File: config.mk
export PLATFORM = sky130hd
export DESIGN_NAME = rpn_sequencer
export DESIGN_NICKNAME = d
export VERILOG_FILES = /design/src/rtl/rpn_sequencer.sv
export SDC_FILE = /design/constraint.sdc
export NUM_CORES = 1
export LEC_CHECK = 0
export CAP_MARGIN = 20
export CORE_ASPECT_RATIO = 0.9
export CORE_MARGIN = 1.5
export CORE_UTILIZATION = 28
export DETAILED_ROUTE_END_ITERATION = 10
export DONT_BUFFER_PORTS = 1
export PLACE_DENSITY = 0.52
export RECOVER_POWER = 100
export SETUP_SLACK_MARGIN = 0.1
export SLEW_MARGIN = 10
export SYNTH_ARGS = -nofsm -noshare
export SYNTH_HDL_FRONTEND = slang
export SYNTH_SLANG_ARGS = --single-unit
File: constraint.sdc
create_clock -name Clk -period 1.4 [get_ports Clk]
set_input_delay 0.35 -clock Clk [delete_from_list [all_inputs] [get_ports Clk]]
set_output_delay 0.35 -clock Clk [all_outputs]
set_load 0.1 [all_outputs]
File: src/rtl/rpn_sequencer.sv
// ---------------------------------------------------------------------------
// rpn_sequencer
//
// Entry sequencer for a push-button RPN calculator. Successive button presses
// capture operand A, operand B and an operator code. The block then starts an
// external ALU, waits for its completion strobe and holds the result. From the
// result display, a further press chains the result into operand A and
// captures the new value as operand B.
//
// Optional feature (compile-time macro): RPN_TIMEOUT_EN
//   Defined   : abandon the ALU wait after TIMEOUT cycles, flag Err, return
//               to operand-A entry.
//   Undefined : wait for AluDone indefinitely.
//
// Parameters
//   WIDTH     operand / result width (>= 3 so opcodes 0..7 are representable)
//   TIMEOUT   cycles allowed in the ALU wait (used only with RPN_TIMEOUT_EN)
//
// Ports
//   Clk        in   1      sole clock, rising edge
//   Rst        in   1      synchronous, active-high reset
//   Btn        in   1      debounced entry button (level)
//   Din        in   WIDTH  value captured on each accepted press
//   AluDone    in   1      ALU completion strobe
//   AluResult  in   WIDTH  ALU result, valid with AluDone
//   OpA        out  WIDTH  first operand register
//   OpB        out  WIDTH  second operand register
//   OpCode     out  WIDTH  operator register
//   AluStart   out  1      one-cycle ALU start pulse
//   Result     out  WIDTH  last accepted ALU result
//   Stage      out  2      entries captured: 0, 1, 2, 3
//   Busy       out  1      high while waiting on the ALU
//   Err        out  1      sticky error flag, cleared by the next good press
// ---------------------------------------------------------------------------
module rpn_sequencer #(
    parameter int WIDTH   = 8,
    parameter int TIMEOUT = 15
) (
    input  logic             Clk,
    input  logic             Rst,
    input  logic             Btn,
    input  logic [WIDTH-1:0] Din,
    input  logic             AluDone,
    input  logic [WIDTH-1:0] AluResult,
    output logic [WIDTH-1:0] OpA,
    output logic [WIDTH-1:0] OpB,
    output logic [WIDTH-1:0] OpCode,
    output logic             AluStart,
    output logic [WIDTH-1:0] Result,
    output logic [1:0]       Stage,
    output logic             Busy,
    output logic             Err
);

    if (WIDTH < 3 || TIMEOUT < 1) begin : g_param_check
        $error("rpn_sequencer: WIDTH must be >= 3 and TIMEOUT must be >= 1");
    end

    typedef enum logic [2:0] {
        S_A,
        S_B,
        S_OP,
        S_EXEC,
        S_SHOW
    } state_t;

    localparam logic [WIDTH-1:0] OPCODE_MAX = WIDTH'(7);

    state_t           state, state_nx;
    logic             btn_q;       // Btn delayed one cycle
    logic             armed;       // Btn has been seen low since reset
    logic             press;
    logic             done_seen;   // AluDone outside the AluStart cycle
    logic [WIDTH-1:0] opa_nx, opb_nx, opcode_nx, result_nx;
    logic             start_nx, err_nx;

    // A button held through reset release must fall before it can count, so
    // edge detection is gated until Btn has been observed low once.
    assign press     = Btn & ~btn_q & armed;
    assign done_seen = AluDone & ~AluStart;

`ifdef RPN_TIMEOUT_EN
    localparam int CNT_W = (TIMEOUT > 1) ? $clog2(TIMEOUT) : 1;

    logic [CNT_W-1:0] exec_cnt;
    logic             timed_out;

    // exec_cnt is 0 in the first wait cycle, so it reaches TIMEOUT-1 in the
    // last permitted cycle; AluDone in that same cycle takes priority.
    assign timed_out = (exec_cnt == CNT_W'(TIMEOUT - 1));

    always_ff @(posedge Clk) begin
        if (Rst) begin
            exec_cnt <= '0;
        end else if (state == S_EXEC && state_nx == S_EXEC) begin
            exec_cnt <= exec_cnt + CNT_W'(1);
        end else begin
            exec_cnt <= '0;
        end
    end
`endif

    // NOTE: clocked state uses non-blocking assignments so every register
    // samples the pre-edge values of the others, independent of block order.
    always_ff @(posedge Clk) begin
        if (Rst) begin
            state <= S_A;
        end else begin
            state <= state_nx;
        end
    end

    // NOTE: every output of this block gets a default before the case; a
    // path that leaves one unassigned would infer a latch.
    always_comb begin
        state_nx  = state;
        opa_nx    = OpA;
        opb_nx    = OpB;
        opcode_nx = OpCode;
        result_nx = Result;
        err_nx    = Err;
        start_nx  = 1'b0;

        case (state)
            S_A: begin
                if (press) begin
                    opa_nx   = Din;
                    err_nx   = 1'b0;
                    state_nx = S_B;
                end
            end
            S_B: begin
                if (press) begin
                    opb_nx   = Din;
                    err_nx   = 1'b0;
                    state_nx = S_OP;
                end
            end
            S_OP: begin
                if (press) begin
                    if (Din <= OPCODE_MAX) begin
                        opcode_nx = Din;
                        err_nx    = 1'b0;
                        start_nx  = 1'b1;
                        state_nx  = S_EXEC;
                    end else begin
                        err_nx = 1'b1;
                    end
                end
            end
            S_EXEC: begin
                // Presses are deliberately ignored while the ALU is running.
                if (done_seen) begin
                    result_nx = AluResult;
                    state_nx  = S_SHOW;
                end
`ifdef RPN_TIMEOUT_EN
                else if (timed_out) begin
                    err_nx   = 1'b1;
                    state_nx = S_A;
                end
`endif
            end
            S_SHOW: begin
                if (press) begin
                    opa_nx   = Result;
                    opb_nx   = Din;
                    err_nx   = 1'b0;
                    state_nx = S_OP;
                end
            end
            default: state_nx = S_A;
        endcase
    end

    always_ff @(posedge Clk) begin
        if (Rst) begin
            OpA      <= '0;
            OpB      <= '0;
            OpCode   <= '0;
            Result   <= '0;
            AluStart <= 1'b0;
            Err      <= 1'b0;
            btn_q    <= 1'b0;
            armed    <= 1'b0;
        end else begin
            OpA      <= opa_nx;
            OpB      <= opb_nx;
            OpCode   <= opcode_nx;
            Result   <= result_nx;
            AluStart <= start_nx;
            Err      <= err_nx;
            btn_q    <= Btn;
            armed    <= armed | ~Btn;
        end
    end

    always_comb begin
        case (state)
            S_A:     Stage = 2'd0;
            S_B:     Stage = 2'd1;
            S_OP:    Stage = 2'd2;
            default: Stage = 2'd3;
        endcase
    end

    assign Busy = (state == S_EXEC);

endmodule

==> impl_metrics.csv, run 1 <==
group,metric,value,unit
clocking,cts_buffers,5,
route,routed_via_density,4.702,
yosys,synth_top_cell_area_share,51.70,%
route,first_pass_iters,3,
global_route,track_usage,16.71,%
floorplan,boundaryPins,57,
yosys,syn_inst,152,
worst_setup_path,crit_path_max_fanout,5,
sta,period_share,110.5,%
sta,fin_crit,1.547,ns
global_route,grt_pass1_wl,7093,µm
yosys,synth.distinct_cells,33,
route,drcViolationCount,0,
global_route,grt_start_max_net_pins,30,
floorplan,initial_utilization,28.91,%
finish,area_growth,60.65,%
yosys,yosysTopAreaCell,"dfxtp_1",
worst_setup_path,path_class,"reg2out",
route,drt-total-wl,4629,µm
yosys,syn_area,0.001510,mm²
route,route.vias.total,1326,
yosys,ys_seq_elements,39,
yosys,yosysWarnings,0,
route,antenna_left,0,
sta,maxSlewHeadroom,70.75,%
route,avgRoutedWirePerCell,16.41,µm
run_status,status,"finished, violations left",
yosys,syn_area_per_cell,9.936,µm²
clocking,clock_path_buffers,2,
clocking,htreeDepth,2,
clocking,root_buffer,"clkbuf_8",
finish,num-nets-final,234,
placement,dp_hpwl,3071,µm
finish,drive_gt1_share,46.05,%
power,p_total,0.002236,W
worst_setup_path,arrival,1.20,ns
global_route,antenna_found_initial,0,
placement,gp_congestion,0.6953,
clocking,clk_pin_slew_worst_paths,0.07,ns
floorplan,die_height,72.67,µm
global_route,grt_overflow,0,
hold_path,hold_class,"in2reg",
job,cap_viol_max_count,0,
global_route,grt_pass1_vias,1324,
floorplan,die_area,0.005844,mm²
worst_setup_path,end_kind,"output port",
yosys,seq_area_frac_synth,51.70,%
finish,diodes,0,
floorplan,rows,25,
sta,drv_slew,0,
worst_setup_path,crit_path_start_kind,"flip-flop",
floorplan,die-width,80.42,µm
power,leakage,1.072,nW
run_status,failed_checks,"negative setup slack",
finish,final_area,0.002426,mm²
worst_setup_path,crit_required,1.05,ns
yosys,synth_area_leaders,"dfxtp_1 (52%), mux2i_1 (13%), nor2_1 (5.7%)",
sta,rsz0062_at_grt,"true",
sta,finalSetupViolations,3,
placement,io_buffers,0,
sta,fmax,646.3,MHz
clocking,clk_latency,0.29,ns
sta,hold_viol,0,
clocking,cts_tree,"done",
yosys,syn_nets,172,
sta,tightest_slew,0.4342,ns
clocking,clock_sinks,39,
clocking,ctsHoldBuffers,0,
placement,dpl_cell_area,0.001964,mm²
floorplan,core_area,0.005224,mm²
route,drtIter0Drc,50,
sta,setup_ws,-0.1472,ns
power,p_per_area,921.8,mW/mm²
power,irDropWorstVdd,527.4,µV
sta,finalClockSkew,0.004193,ns
==> critical path, cell delays in order (launching register included) <==
cell,delay (ns)
dfxtp_4,0.36
and2b_2,0.22
and2_4,0.33
==> cell families (layout without fill, tap and decap cells) <==
| kind of cell | count (synthesis) | after routing | synth area share, % |
|---|---|---|---|
| simple gates | 57 | 57 | 20.88 |
| buf+inv | 11 | 74 | 3.894 |
| compound gates | 25 | 25 | 10.36 |
| mux | 19 | 19 | 12.59 |
| xor+xnor | 1 | 1 | 0.5801 |
| flops | 39 | 39 | 51.70 |
==> where the power goes <==
group	internal, W	switching, W
clock network	0.000449	0.000375
registers	0.00112	0.00000879
logic	0.0000993	0.000184
total	0.00167	0.000567
==> cell type report <==
class / count / area [µm²]
Fill cell: 499 / 2798
Sequential cell: 39 / 798.3
Multi-Input combinational cell: 102 / 788.3
Timing Repair Buffer: 63 / 640.6
Clock buffer: 8 / 100.1
Tap cell: 67 / 83.83
Inverter: 3 / 15.01
==> per-layer routing <==
layer | vias to the layer above | part of all wire (%) | track usage [%]
met3 | 10 | 10 | 9.500
met1 | 620 | 37 | 17.04
met5 | - | 0 | 0
li1 | 649 | - | -
met2 | 47 | 51 | 29.32
met4 | 0 | 2.2 | 4.598
==> cells in the mapped netlist <==
cell,n
nand4_2,1
o21ai_0,8
nand3b_1,2
nor3_2,1
nand3b_4,1
mux2i_1,19
nor2_1,23
o221a_2,1
nand2_1,11
nand3_1,2
and2b_1,1
nor2b_1,2
o22ai_1,8
o21ai_1,1
nor4_2,1
and3b_1,1
buf_6,1
buf_2,2
dfxtp_1,39
inv_2,1
nor3_4,1
buf_4,2
and2_2,1
o21ai_2,1
a21oi_1,4
clkbuf_1,3
a2111oi_2,1
and2_1,6
a31oi_1,1
inv_1,2
nor3_1,1
xor2_1,1
or2_2,2
==> cells in the final DEF, fill, tap and decap left out, types with 2 or more instances in the layout <==
master    instances
nor2_1           21
dfxtp_1          33
dfxtp_2           2
nor2_4            2
nand3b_1          2
o22ai_1           8
or2_4             2
a21oi_1           3
and2_1            5
dfxtp_4           4
and2_4            2
mux2i_1          19
nand2_1          11
buf_4            40
nor3_4            2
buf_6            14
clkbuf_8          7
o21ai_1           8
buf_12            7
==> worst paths after layout <==
check	startpoint	endpoint	slack, ns	cells past startpoint
min	Rst	Result[7]	0.12	1
max reg2reg	state[2]	Result[4]	0.03	6
max	state[2]	Busy	-0.15	2
min reg2reg	armed	armed	0.46	2
==> registers in the layout, indices dropped and copies added, names as in the netlist <==
register  cells
OpB           8
Result        8
btn_q         1
OpA           8
Err           1
OpCode        8
state         3
armed         1
AluStart      1
==> through the flow <==
step	instances	hold WS, ns	setup TNS (ns)	util [%]	setup WS, ns
finish	282	0.1186	-0.2688	46.44	-0.1472
global route	282	0.09790	-0.6760	46.44	-0.1959
CTS	276	0.1035	-0.2942	43.59	-0.1526
detailed placement	254	0.4222	-0.2045	37.60	-0.04313
global placement	254	0.4208	0	37.60	0.004822
floorplan	152	0.4389	0	-	0.05310
==> timing repair <==
action,4_1_cts,5_1_grt
pin swaps,23,15
setup buffers,12,6
endpoints found under the setup margin,36,46
cloned,2,0
gates resized for setup,32,20
Power figures use the tool's default switching activity.
==> run 2, diff against run 1 <==
--- a/config.mk
+++ b/config.mk
@@ -14,7 +14,6 @@
 export PLACE_DENSITY = 0.52
 export RECOVER_POWER = 100
 export SETUP_SLACK_MARGIN = 0.1
-export SLEW_MARGIN = 10
 export SYNTH_ARGS = -nofsm -noshare
 export SYNTH_HDL_FRONTEND = slang
 export SYNTH_SLANG_ARGS = --single-unit
==> results of run 2 <==
Same layout as run 1: the final DEF is identical, and so are final timing and power.
